[config.mk]
export PLATFORM = sky130hd
export DESIGN_NAME = fifo_flex
export DESIGN_NICKNAME = d
export VERILOG_FILES = /design/src/rtl/fifo_pkg.sv /design/src/rtl/fifo_ram.sv /design/src/rtl/fifo_flex.sv
export SDC_FILE = /design/constraint.sdc
export NUM_CORES = 1
export LEC_CHECK = 0
export CORE_MARGIN = 2
export CORE_UTILIZATION = 56
export CTS_CLUSTER_SIZE = 20
export DETAILED_ROUTE_END_ITERATION = 10
export PLACE_DENSITY = 0.76
export SETUP_SLACK_MARGIN = 0.02
export SLEW_MARGIN = 25
export SYNTH_ARGS = -nofsm -noshare
export SYNTH_HDL_FRONTEND = slang
export SYNTH_SLANG_ARGS = --single-unit
[constraint.sdc]
create_clock -name i_clk -period 5.9 [get_ports i_clk]
set_input_delay 0.885 -clock i_clk [delete_from_list [all_inputs] [get_ports i_clk]]
set_output_delay 0.885 -clock i_clk [all_outputs]
set_load 0.05 [all_outputs]
[src/rtl/fifo_pkg.sv]
// Shared types and helpers for the fifo_flex buffer family.
package fifo_pkg;

  typedef enum logic {
    FIFO_MODE_STD  = 1'b0,
    FIFO_MODE_FWFT = 1'b1
  } fifo_mode_e;

  function automatic int cnt_width(input int depth);
    return $clog2(depth + 1);
  endfunction

endpackage

[src/rtl/fifo_ram.sv]
// Simple dual-port storage: synchronous write port, asynchronous read port.
module fifo_ram #(
  parameter int DATA_WIDTH = 32,
  parameter int FIFO_DEPTH = 8,
  parameter int ADDR_W     = $clog2(FIFO_DEPTH)
) (
  input  logic                  i_clk,
  input  logic                  wr_en,
  input  logic [ADDR_W-1:0]     wr_addr,
  input  logic [DATA_WIDTH-1:0] wr_data,
  input  logic [ADDR_W-1:0]     rd_addr,
  output logic [DATA_WIDTH-1:0] rd_data
);

  logic [DATA_WIDTH-1:0] mem [FIFO_DEPTH];

  always_ff @(posedge i_clk) begin
    if (wr_en) begin
      mem[wr_addr] <= wr_data;
    end
  end

  assign rd_data = mem[rd_addr];

endmodule

[src/rtl/fifo_flex.sv]
// Single-clock FIFO of arbitrary depth with registered or fall-through read,
// occupancy count, programmable almost flags and sticky error flags.
module fifo_flex
  import fifo_pkg::*;
#(
  parameter int DATA_WIDTH    = 32,
  parameter int FIFO_DEPTH    = 8,
  parameter int FWFT          = 0,
  parameter int AFULL_THRESH  = FIFO_DEPTH - 1,
  parameter int AEMPTY_THRESH = 1,
  parameter int CNT_W         = cnt_width(FIFO_DEPTH)
) (
  input  logic                  i_clk,
  input  logic                  i_rst_n,
  input  logic                  i_write,
  input  logic [DATA_WIDTH-1:0] i_data,
  input  logic                  i_read,
  output logic [DATA_WIDTH-1:0] o_data,
  output logic                  o_valid,
  output logic                  o_full,
  output logic                  o_empty,
  output logic                  o_almost_full,
  output logic                  o_almost_empty,
  output logic [CNT_W-1:0]      o_count,
  input  logic                  i_clr_err,
  output logic                  o_overflow,
  output logic                  o_underflow
);

  localparam int PTR_W = $clog2(FIFO_DEPTH);
  localparam fifo_mode_e READ_MODE = (FWFT != 0) ? FIFO_MODE_FWFT : FIFO_MODE_STD;
  localparam logic [PTR_W-1:0] LAST_PTR = PTR_W'(FIFO_DEPTH - 1);
  localparam logic [CNT_W-1:0] FULL_CNT = CNT_W'(FIFO_DEPTH);
  localparam logic [CNT_W-1:0] AF_CNT   = CNT_W'(AFULL_THRESH);
  localparam logic [CNT_W-1:0] AE_CNT   = CNT_W'(AEMPTY_THRESH);

  if (FIFO_DEPTH < 2) begin : g_err_depth
    $error("fifo_flex: FIFO_DEPTH must be at least 2");
  end
  if (AFULL_THRESH > FIFO_DEPTH) begin : g_err_afull
    $error("fifo_flex: AFULL_THRESH exceeds FIFO_DEPTH");
  end
  if (AEMPTY_THRESH >= FIFO_DEPTH) begin : g_err_aempty
    $error("fifo_flex: AEMPTY_THRESH must be below FIFO_DEPTH");
  end
  if (CNT_W != cnt_width(FIFO_DEPTH)) begin : g_err_cntw
    $error("fifo_flex: CNT_W is derived from FIFO_DEPTH and must not be overridden");
  end

  logic [PTR_W-1:0]      wr_ptr;
  logic [PTR_W-1:0]      rd_ptr;
  logic [CNT_W-1:0]      count;
  logic                  wr_acc;
  logic                  rd_acc;
  logic [DATA_WIDTH-1:0] head_data;

  // Depth need not be a power of two, so pointers wrap explicitly.
  function automatic logic [PTR_W-1:0] ptr_next(input logic [PTR_W-1:0] ptr);
    return (ptr == LAST_PTR) ? '0 : ptr + PTR_W'(1);
  endfunction

  assign o_count        = count;
  assign o_full         = (count == FULL_CNT);
  assign o_empty        = (count == '0);
  assign o_almost_full  = (count >= AF_CNT);
  assign o_almost_empty = (count <= AE_CNT);

  assign wr_acc = i_write & ~o_full;
  assign rd_acc = i_read & ~o_empty;

  fifo_ram #(
    .DATA_WIDTH(DATA_WIDTH),
    .FIFO_DEPTH(FIFO_DEPTH),
    .ADDR_W    (PTR_W)
  ) u_ram (
    .i_clk  (i_clk),
    .wr_en  (wr_acc),
    .wr_addr(wr_ptr),
    .wr_data(i_data),
    .rd_addr(rd_ptr),
    .rd_data(head_data)
  );

  always_ff @(posedge i_clk) begin
    if (!i_rst_n) begin
      wr_ptr <= '0;
      rd_ptr <= '0;
      count  <= '0;
    end else begin
      if (wr_acc) begin
        wr_ptr <= ptr_next(wr_ptr);
      end
      if (rd_acc) begin
        rd_ptr <= ptr_next(rd_ptr);
      end
      if (wr_acc && !rd_acc) begin
        count <= count + CNT_W'(1);
      end else if (rd_acc && !wr_acc) begin
        count <= count - CNT_W'(1);
      end
    end
  end

  // A new error event in the same cycle as a clear keeps the flag set.
  always_ff @(posedge i_clk) begin
    if (!i_rst_n) begin
      o_overflow  <= 1'b0;
      o_underflow <= 1'b0;
    end else begin
      o_overflow  <= (i_write & o_full) | (o_overflow & ~i_clr_err);
      o_underflow <= (i_read & o_empty) | (o_underflow & ~i_clr_err);
    end
  end

  if (READ_MODE == FIFO_MODE_FWFT) begin : g_fwft
    assign o_data  = head_data;
    assign o_valid = ~o_empty;
  end else begin : g_std
    logic [DATA_WIDTH-1:0] data_q;
    logic                  valid_q;

    always_ff @(posedge i_clk) begin
      if (!i_rst_n) begin
        data_q  <= '0;
        valid_q <= 1'b0;
      end else begin
        valid_q <= rd_acc;
        if (rd_acc) begin
          data_q <= head_data;
        end
      end
    end

    assign o_data  = data_q;
    assign o_valid = valid_q;
  end

endmodule
Yosys cells after proc, flatten, opt, wreduce, memory -nomap -nowiden
Memories as Yosys holds them, arrays and structs flattened. A register that Yosys moved wholly into a read port is not among the register bits.
Index checks and enable logic that the tools add are counted.
{ "word_totals": {"reg_bits": 13, "mem_bits_rw": 256, "out_inout_bits": 43, "word_cells": 40, "n_memories": 1} }
{ "mem_list": {"columns": ["name", "depth", "width", "rd", "rd_ports_with_merged_regs", "write_ports", "line", "rtl"], "rows": [
  ["u_ram.mem", 8, 32, 1, 1, 1, "fifo_ram.sv:15", "logic [DATA_WIDTH-1:0] mem [FIFO_DEPTH];"]
]} }
{ "op_classes": {"add_sub_neg": 4, "magnitude_cmp": 2, "eq_ne": 3, "n_mux": 6, "n_bitwise": 11, "reduce_logical": 7} }
{ "op_table": {"columns": ["op", "n"], "rows": [
  ["$mux 4", 2],
  ["$add 3x1->3 const B", 2],
  ["$and 1x1->1", 6],
  ["$eq 3x3->1 const B", 2],
  ["$mux 3", 2],
  ["$add 4x1->4 const B", 1],
  ["$eq 4x4->1 const B", 1],
  ["$ge 4x3->1 const B", 1],
  ["$le 4x1->1 const B", 1],
  ["$logic_not 4->1", 1],
  ["$sub 4x1->4 const B", 1],
  ["$logic_not 1->1", 3],
  ["$not 1->1", 3],
  ["$logic_and 1x1->1", 2],
  ["$mux 1", 2],
  ["$or 1x1->1", 2],
  ["$reduce_bool 2->1", 1]
]} }

Depth between registers and ports, before layout
Gate-level depths: netlist of the first run.
{ "depth": {"depth_word": 7, "depth_mapped": 12} }

Cells and area by module
A second synthesis of the first run with hierarchy kept.
{ "hier_totals": {"cells_unflattened": 605, "hier_area_um2": 11977.7} }
{ "modules_own_cells": {"columns": ["mod", "n_inst", "cells_each", "area_each_um2"], "rows": [
  ["fifo_ram", 1, 383, 9825.7],
  ["fifo_flex", 1, 222, 2152.1]
]} }

Worst setup path after synthesis of the first run
OpenSTA, ideal clock, no wires.
{ "synth_timing": {"path_kind": "reg-to-reg", "start": "register count[0] (netlist: o_count[0])", "end": "memory u_ram.mem[0][0], enable pin", "arrival_time_ns": 4.370, "required_ns": 5.399, "setup_slack_ns": 1.028, "path_stages_with_launch": 6, "period_less_slack_ns": 4.872, "cell_sequence": "dfxtp_1 > inv_1 > ha_1 > nand3b_1 > nand2_2 > nor4_1"} }
{ "synth_between": {"elab_chain_cells": 5} }
{ "synth_rtl": {"columns": ["element", "line", "rtl"], "rows": [
  ["start, declared", "fifo_flex.sv:52", "logic [CNT_W-1:0] count;"],
  ["start signal, assigned", "fifo_flex.sv:97", "count <= count + CNT_W'(1);"],
  ["start signal, assigned", "fifo_flex.sv:99", "count <= count - CNT_W'(1);"],
  ["$eq 4x4->1", "fifo_flex.sv:63", "assign o_full = (count == FULL_CNT);"],
  ["$not 1->1", "fifo_flex.sv:68", "assign wr_acc = i_write & ~o_full;"],
  ["$and 1x1->1", "fifo_flex.sv:68", null],
  ["$mux 1", "fifo_ram.sv:18", "if (wr_en) begin"],
  ["$mux 1 (not written as such)", "fifo_ram.sv:19", "mem[wr_addr] <= wr_data;"],
  ["end, declared", "fifo_ram.sv:15", null]
]} }
Every way passes these cells.

Worst setup path after layout of the first run
{ "layout_timing": {"start": "register count[0] (netlist: o_count[0])", "end": "output o_empty"} }
{ "layout_between": {"elab_chain_cells": 1} }
{ "layout_rtl": {"columns": ["element", "line", "rtl"], "rows": [
  ["$logic_not 4->1", "fifo_flex.sv:64", "assign o_empty = (count == '0);"],
  ["end, declared", "fifo_flex.sv:21", "output logic o_empty,"]
]} }
Every way passes these cells.

==> reports/metrics.csv, run 1 <==
stage,metric,value,unit
run_status,status,"complete, no violations",
yosys,post-synth cell types,33,
grt,global-route wire length before repair,36.42,mm
grt,initial antenna violation count,0,
setup_path,Crit-path slowest cell,clkdlybuf4s50_1,
clocking,total setup buffers inserted after CTS,0,
floorplanning,Initial Util,56.98,%
power_and_ir_drop,power density cells,429.6,mW/mm2
setup_path,Crit Path Class,reg2out,
layout,"commonest non-fill, non-tap cells in the layout","edfxtp_1 (256), mux2i_1 (129), clkdlybuf4s50_1 (79), a22oi_1 (64), dfxtp_1 (44)",
clocking,htree depth,1,
setup_path,slowest cell delay on critical path,850,ps
placement,dpl hpwl,12.97,mm
setup_path,Required @ worst endpoint,5020,ps
layout,final design utilization,67.21,%
setup_path,FF-to-FF path depth,11,
detailed_routing,# DRC,0,
setup_path,sequence of cells on the critical path,inv_1 -> ha_1 -> nor3b_2 -> clkdlybuf4s50_1,
timing,"Setup violations, final",0,
layout,"most common cell after layout, fill and taps aside",edfxtp_1,
setup_path,Setup crit end kind,output pin,
setup_path,Crit Path Max Fanout,7,
yosys,Ys Warns,0,
power_and_ir_drop,Gate power share,25.6,%
layout,area delta synth->final,17.95,%
yosys,average size of a mapped cell,16.31,um2
run,max_cap viols,0,
timing,final worst path period need,3177,ps
setup_path,worst r2r src,o_count[0],
power_and_ir_drop,sw power,1.828,mW
timing,final hold viol count,0,
setup_path,r2r endpoint,o_count[3],
timing,Final Cycle Share,53.85,%
setup_path,Crit path max-delay family,buffers and inverters,
setup_path,critical path buffer and inverter count,2,
yosys,synthesized cell area,0.01153,mm2
power_and_ir_drop,clock share of power,29.2,%
yosys,Mapped Nets,753,
layout,n_diodes,0,
power_and_ir_drop,sequential power share,45.1,%
detailed_routing,ANT nets after route,0,
clocking,TritonCTS clock tree,yes,
placement,routability cong.,0.7464,
timing,unrepaired setup endpoints after global routing,no,
detailed_routing,drt first pass iters,5,
power_and_ir_drop,total power,5.842,mW
floorplanning,die width,147.5,um
yosys,Yosys top cell by area,edfxtp_1,
floorplanning,Site Rows,52,
yosys,"Seq/Total Area, Yosys",74.49,%
clocking,Hold Buf Count CTS,0,
detailed_routing,Iter 0 DRT Violations,469,
power_and_ir_drop,Static Leak,4.441,nW
power_and_ir_drop,VDD IR max,0.2589,mV
placement,DP Worst Slack,2386,ps
floorplanning,Die Ht,147.5,um
setup_path,R2R setup slack,2810,ps
detailed_routing,Post-Route WL,23.44,mm
worst_hold_path,min-delay src,o_data[2],
timing,Slew @ Worst Pin,965.1,ps
power_and_ir_drop,cell-internal power,4.014,mW
placement,Port Buffers,79,
yosys,#FFs+latches synth,301,
timing,clk_skew,14.84,ps
layout,Nets,840,
worst_hold_path,Hold Crit Depth,2,
detailed_routing,post-detailed-route via-to-cell ratio,5.867,
clocking,clock tree buffer depth,3,
floorplanning,die footprint,0.02175,mm2
clocking,Clock Pin Slew Worst Setup and Hold Paths,60,ps
yosys,Mapped Cells,707,
yosys,Synth top area share,66.67,%
detailed_routing,Vias,6372,
floorplanning,Boundary Pins,80,
floorplanning,Core Area,0.02023,mm2
worst_hold_path,min-delay worst type,reg2reg,
clocking,post-CTS sizing,0,
yosys,Synth area leaders,"edfxtp_1 (67%), mux2i_1 (11%), dfxtp_1 (7.8%)",
timing,Slew Limit Headroom,35.37,%
setup_path,Worst Path Arrival,2290,ps
grt,largest net degree at the start of global routing,49,
timing,final-report max-slew violation count,0,
setup_path,Setup crit start,o_count[0],
layout,fraction of layout cells with a size suffix above 1,8.701,%
clocking,Inserted Clock Buffers,29,
clocking,CTS Root Cell,clkbuf_16,
grt,vias in the first global route,6677,
detailed_routing,WL per Instance,21.58,um
grt,GRT Overall Usage,21.70,%
timing,Setup TNS,0,ps
power_and_ir_drop,Switching Share,31.30,%
worst_hold_path,Hold EP,o_data[2],
grt,"Remaining Overflow, GRT",0,
clocking,worst skew pair latency,540,ps
setup_path,Critical Path Source Type,flop,
timing,final worst setup slack,2723,ps
clocking,Sink Count,301,
timing,fmax,314.8,MHz
power groups by stage:
stage / clock [mW] / combinational [mW] / sequential [mW]
floorplan: 0 / 0.808 / 2.93
global placement: 0 / 1.45 / 2.67
detailed placement: 0 / 1.50 / 2.68
CTS: 1.72 / 1.51 / 2.64
global route: 1.81 / 1.60 / 2.65
finish: 1.71 / 1.50 / 2.64
state kept, by name (all words and copies together) (netlist names):
register / flops
rd_ptr: 3
u_ram.mem: 256
o_overflow: 1
o_underflow: 1
o_valid: 1
o_data: 32
wr_ptr: 3
o_count: 4
final cells by class:
type | count | area (um2)
Inverter | 5 | 21.27
Clock inverter | 10 | 72.57
Fill cell | 1320 | 6635
Timing Repair Buffer | 97 | 1026
Multi-Input combinational cell | 360 | 2751
Clock buffer | 43 | 798.3
Sequential cell | 301 | 8592
Tap cell | 270 | 337.8
synth_stat cells:
master and count:
a21boi_0 6, a21boi_1 1, a21o_1 1, a21oi_1 34
a21oi_2 1, a22oi_1 64, and2_1 5, buf_2 15
buf_4 12, buf_6 1, clkbuf_1 13, dfxtp_1 45
edfxtp_1 256, ha_1 9, inv_1 4, inv_4 1
mux2i_1 129, nand2_1 11, nand2_2 1, nand2b_1 2
nand3b_1 3, nand4_1 1, nor2_1 37, nor2b_1 6
nor2b_2 1, nor3_1 5, nor3b_2 1, nor4_1 1
o21ai_0 34, or3_1 3, or4_1 1, xnor2_1 1
xor2_1 2
layer usage:
layer / vias up / wire (um) / part of all wire, % / track usage (%)
li1: 2920 / - / - / -
met1: 3203 / 9825 / 42 / 28.48
met2: 211 / 11980 / 51 / 38.08
met3: 38 / 1237 / 5.3 / 2.809
met4: 0 / 390 / 1.7 / 6.827
met5: - / 0 / 0 / 0
kinds of logic after synthesis:
group,Yosys count,synth area share [%]
adder cells (fa/ha/maj),9,0.9767
AND/OR/NAND/NOR,78,3.256
buffers and inverters,46,2.138
XOR/XNOR,3,0.2279
AO/OA/AOI/OAI,141,7.716
multiplexers,129,11.20
flip-flops,301,74.49
worst register-to-register path, delay by kind of cell (launching register included):
kind / cells / cell delay (ps)
compound gates: 1 / 170
simple gates: 4 / 870
xor+xnor: 1 / 70
buf+inv: 3 / 810
fa+ha+maj: 2 / 580
flops: 1 / 470
worst max path at each step:
stage                     cells past startpoint  slack (ps)               to
after global routing                          4        2640          o_empty
after detailed placement                      9        2390       o_count[3]
after CTS                                     4        2700          o_empty
after global placement                        9        2440       o_count[3]
after floorplan                               5        1030  u_ram.mem[0][0]
final                                         4        2720          o_empty
metrics by stage:
stage | hold WS (ps) | cell area, um2 | cells
after CTS | 547.9 | 13600 | 1086
final | 541.4 | 13600 | 1086
after global routing | 559.5 | 13600 | 1086
after global placement | 515.5 | 12590 | 1028
after floorplan | 486.1 | 11530 | 707
after detailed placement | 529.8 | 12730 | 1033
(Power assumes the default switching activity.)
==> run 2, diff against run 1 <==
Settings changed: CORE_UTILIZATION 56 to 53.
Clock period 5.9 ns to 2.56 ns, I/O delays scaled along.
==> run 2 against run 1 <==
Net effect: clock skew down 7.9 ps; die area up 5.5%; combinational power up 140%; critical path type unchanged.
==> reports/metrics.csv, run 2 (synthesis results as in run 1) <==
stage,metric,value,unit
detailed_routing,WL per Instance,20.33,um
setup_path,Worst Path Arrival,2030,ps
detailed_routing,Vias,6307,
placement,Port Buffers,79,
run_status,status,"complete, no violations",
power_and_ir_drop,power density cells,984.0,mW/mm2
layout,Nets,849,
floorplanning,Core Area,0.02115,mm2
timing,clk_skew,6.958,ps
placement,routability cong.,0.7363,
layout,n_diodes,0,
grt,routing usage on met3,2.695,%
timing,final-report max-slew violation count,0,
layout,Post-Layout Cell Count,1101,
detailed_routing,ANT nets after route,0,
detailed_routing,drt first pass iters,5,
layout,area delta synth->final,19.09,%
grt,GRT Overall Usage,19.93,%
grt,met2 global-route usage,34.43,%
clocking,Sink Count,301,
layout,register with the most flip-flops,u_ram.mem,
grt,most used routing layer,met2,
timing,unrepaired setup endpoints after global routing,no,
clocking,clock tree buffer depth,3,
setup_path,Required @ worst endpoint,2180,ps
grt,"Remaining Overflow, GRT",0,
timing,Slew @ Worst Pin,662.9,ps
grt,met1 Track Usage GR,26.95,%
clocking,htree depth,1,
detailed_routing,post-detailed-route via-to-cell ratio,5.728,
setup_path,Critical Path Source Type,flop,
layout,final design utilization,64.91,%
setup_path,Crit path max-delay family,buffers and inverters,
setup_path,Crit Path Class,reg2out,
setup_path,Crit-path slowest cell,clkdlybuf4s50_1,
clocking,total setup buffers inserted after CTS,0,
setup_path,Setup crit end kind,output pin,
clocking,TritonCTS clock tree,yes,
power_and_ir_drop,Static Leak,4.502,nW
timing,final worst path period need,2412,ps
layout,fraction of layout cells with a size suffix above 1,11.02,%
setup_path,sequence of cells on the critical path,ha_1 -> a21o_1 -> clkdlybuf4s50_1,
worst_hold_path,min-delay worst type,in2reg,
timing,fmax,414.6,MHz
timing,Slew Limit Headroom,55.81,%
setup_path,slowest cell delay on critical path,790,ps
detailed_routing,# DRC,0,
clocking,Inserted Clock Buffers,29,
floorplanning,die width,151.5,um
layout,"commonest non-fill, non-tap cells in the layout","edfxtp_1 (256), mux2i_1 (129), clkdlybuf4s50_1 (76), a22oi_1 (64), dfxtp_1 (40)",
floorplanning,Initial Util,54.50,%
layout,Finished Cell Area,0.01373,mm2
power_and_ir_drop,VDD IR max,0.5823,mV
timing,Final Cycle Share,94.22,%
placement,dpl cell area,0.01284,mm2
floorplanning,Boundary Pins,80,
grt,vias in the first global route,6472,
floorplanning,Site Rows,53,
run,max_cap viols,0,
clocking,Clock Pin Slew Worst Setup and Hold Paths,60,ps
layout,max reg flops,256,
clocking,CTS Root Cell,clkbuf_16,
grt,initial antenna violation count,0,
placement,dpl hpwl,12.93,mm
floorplanning,Die Ht,151.5,um
placement,Placed Cells incl. Taps,1047,
timing,"Setup violations, final",0,
detailed_routing,Post-Route WL,22.38,mm
floorplanning,die footprint,0.02295,mm2
grt,global-route wire length before repair,34.91,mm
layout,"most common cell after layout, fill and taps aside",edfxtp_1,
detailed_routing,Iter 0 DRT Violations,450,
timing,final hold viol count,0,
setup_path,critical path buffer and inverter count,1,
clocking,worst skew pair latency,540,ps
placement,DP Worst Slack,167.6,ps
timing,final worst setup slack,147.9,ps
setup_path,Crit Path Max Fanout,7,
grt,largest net degree at the start of global routing,46,
## run 2: tightest hold or removal path: cells and delay by family
family	cells	cell delay, ps
AO/OA/AOI/OAI	1	130
buffers and inverters	1	420
AND/OR/NAND/NOR	1	50
## run 2: path summary, 6_finish.rpt
path,from,endpoint,slack [ps],cells past startpoint
worst max register to register,o_count[1],u_ram.mem[1][24],320,8
worst min-delay path,i_read,o_underflow,490,3
worst max-delay path,o_count[0],o_almost_full,150,3
worst min register to register,o_data[9],o_data[9],530,2
## run 2: through the flow
| step | hold WS [ps] | total power, mW | setup TNS, ps |
|---|---|---|---|
| finish | 493.3 | 13.51 | 0 |
| global route | 519.4 | 14.08 | 0 |
| CTS | 478.2 | 13.60 | 0 |
| detailed placement | 512.3 | 9.736 | 0 |
| global placement | 510.1 | 9.640 | 0 |
| floorplan | 482.9 | 8.656 | -1453 |
## run 2: per-layer routing
metal,vias to the layer above,share of wire (%)
met5,-,0
met1,3177,43
met2,166,50
li1,2935,-
met3,29,5.0
met4,0,1.6
## run 2: where the power goes
group	internal (mW)	switching [mW]	leakage (nW)
sequential	5.75	0.295	2.70
combinational	1.31	2.24	1.37
clock	2.23	1.68	0.437
## run 2: what timing repair did
action                     CTS  global route
gates resized for setup      3             0
hold buffers                 0             0
setup endpoints to repair    3             0
## run 2: final cells by class
type | instances | area [um2]
sequential | 301 | 8602
fill | 1413 | 7423
multi-input combinational | 360 | 2796
timing repair buffer | 106 | 1077
clock buffer | 42 | 824.5
tap | 275 | 344.1
clock inverter | 12 | 65.06
inverter | 5 | 21.27
==> run 3, diff against run 2 <==
Settings changed: MAX_ROUTING_LAYER from default to met4.
==> run 3 against run 2 <==
Net effect: sequential share of layout area unchanged; worst hold slack improved by 4.5 ps; sequential cell count unchanged; die area unchanged; power about the same; critical path depth unchanged; utilization unchanged.
==> reports/metrics.csv, run 3 (synthesis results as in run 1) <==
stage,metric,value,unit
timing,fmax,414.5,MHz
floorplanning,Initial Util,54.50,%
setup_path,Worst Path Arrival,2030,ps
floorplanning,Site Rows,53,
timing,Final Cycle Share,94.24,%
clocking,htree depth,1,
placement,dpl hpwl,12.93,mm
detailed_routing,post-detailed-route via-to-cell ratio,5.735,
timing,final-report max-slew violation count,0,
timing,clk_skew,7.416,ps
layout,Reg area,0.008602,mm2
placement,routability cong.,0.7454,
clocking,Hold Buf Count CTS,0,
worst_hold_path,min-delay worst type,in2reg,
floorplanning,Boundary Pins,80,
layout,Post-Layout Cell Count,1101,
layout,max reg flops,256,
detailed_routing,drt first pass iters,5,
detailed_routing,Vias,6314,
clocking,Sink Count,301,
run,max_cap viols,0,
grt,routing usage on met3,2.695,%
grt,global-route wire length before repair,34.89,mm
detailed_routing,ANT nets after route,0,
floorplanning,die width,151.5,um
clocking,Clock Pin Slew Worst Setup and Hold Paths,60,ps
grt,most used routing layer,met2,
clocking,Inserted Clock Buffers,29,
layout,register with the most flip-flops,u_ram.mem,
layout,"most common cell after layout, fill and taps aside",edfxtp_1,
layout,area delta synth->final,19.09,%
grt,largest net degree at the start of global routing,46,
setup_path,Crit Path Class,reg2out,
grt,vias in the first global route,6468,
timing,final hold viol count,0,
setup_path,slowest cell delay on critical path,790,ps
clocking,TritonCTS clock tree,yes,
timing,unrepaired setup endpoints after global routing,no,
floorplanning,die footprint,0.02295,mm2
detailed_routing,WL per Instance,20.28,um
layout,area of the multi-input gates,0.002796,mm2
layout,Nets,849,
placement,Placed Cells incl. Taps,1047,
floorplanning,Die Ht,151.5,um
timing,Slew Limit Headroom,55.75,%
setup_path,Setup crit end kind,output pin,
layout,fillcell total,1413,
clocking,clock tree buffer depth,3,
layout,fraction of layout cells with a size suffix above 1,11.02,%
timing,"Setup violations, final",0,
grt,met2 global-route usage,34.43,%
placement,Port Buffers,79,
grt,initial antenna violation count,0,
layout,n_diodes,0,
layout,"commonest non-fill, non-tap cells in the layout","edfxtp_1 (256), mux2i_1 (129), clkdlybuf4s50_1 (76), a22oi_1 (64), dfxtp_1 (40)",
setup_path,sequence of cells on the critical path,ha_1 -> a21o_1 -> clkdlybuf4s50_1,
clocking,worst skew pair latency,540,ps
detailed_routing,Post-Route WL,22.33,mm
clocking,total setup buffers inserted after CTS,0,
power_and_ir_drop,power density cells,984.0,mW/mm2
timing,final worst path period need,2413,ps
run_status,status,"complete, no violations",
timing,Hold WS,497.8,ps
grt,GRT Overall Usage,20.51,%
clocking,CTS Root Cell,clkbuf_16,
setup_path,Crit Path Max Fanout,7,
power_and_ir_drop,Static Leak,4.502,nW
power_and_ir_drop,VDD IR max,0.5824,mV
timing,Slew @ Worst Pin,663.7,ps
setup_path,Crit-path slowest cell,clkdlybuf4s50_1,
setup_path,Required @ worst endpoint,2180,ps
layout,final design utilization,64.91,%
floorplanning,Core Area,0.02115,mm2
grt,"Remaining Overflow, GRT",0,
setup_path,Critical Path Source Type,flop,
detailed_routing,# DRC,0,
detailed_routing,Iter 0 DRT Violations,481,
grt,met1 Track Usage GR,26.91,%
-- run 3: cell counts in the layout (fill, tap and decap cells not counted) --
Identical to the previous run, type by type.
-- run 3: area by class of cell --
class | instances | area share [%]
clock buffer | 42 | 6.005
clock inverter | 12 | 0.4738
inverter | 5 | 0.1549
multi-input combinational | 360 | 20.37
sequential | 301 | 62.65
tap | 275 | 2.506
timing repair buffer | 106 | 7.846
-- run 3: per-layer routing --
metal | vias up | part of all wire [%]
li1 | 2933 | -
met1 | 3194 | 44
met2 | 160 | 50
met3 | 27 | 4.6
met4 | 0 | 1.5
met5 | - | 0
-- run 3: report_power, final --
part           internal (mW)  leakage [nW]  switching [mW]
clock network           2.23         0.437            1.68
logic                   1.31          1.37            2.24
registers               5.75          2.70           0.296
total                   9.29          4.50            4.22
-- run 3: per-stage QoR --
step	cell area (um2)	setup TNS, ps	total power [mW]	setup slack, ps
after floorplan	11630	-1453	8.656	-45.41
after global placement	12840	0	9.640	236.0
after detailed placement	12840	0	9.736	167.6
after CTS	13730	0	13.60	125.2
after global routing	13730	0	14.08	87.92
final	13730	0	13.51	147.3
-- run 3: critical path, delay by kind of cell, from the launching register on --
kind	cells	cell delay (ps)
buffers and inverters	1	790
DFF	1	390
adders and majority gates	1	190
AOI/OAI and AO/OA	1	120
-- run 3: repair_timing --
action                                 4_1_cts  5_1_grt
resized for setup                            3        0
endpoints found under the hold margin        0        0
setup endpoints to repair                    3        0
-- run 3: worst paths after layout --
check        startpoint             to  slack, ps  depth (start not counted)
max          o_count[0]  o_almost_full        150                          3
min reg2reg   o_data[9]      o_data[9]        530                          2
max reg2reg  o_count[1]     o_count[3]        330                         10
min              i_read    o_underflow        500                          3
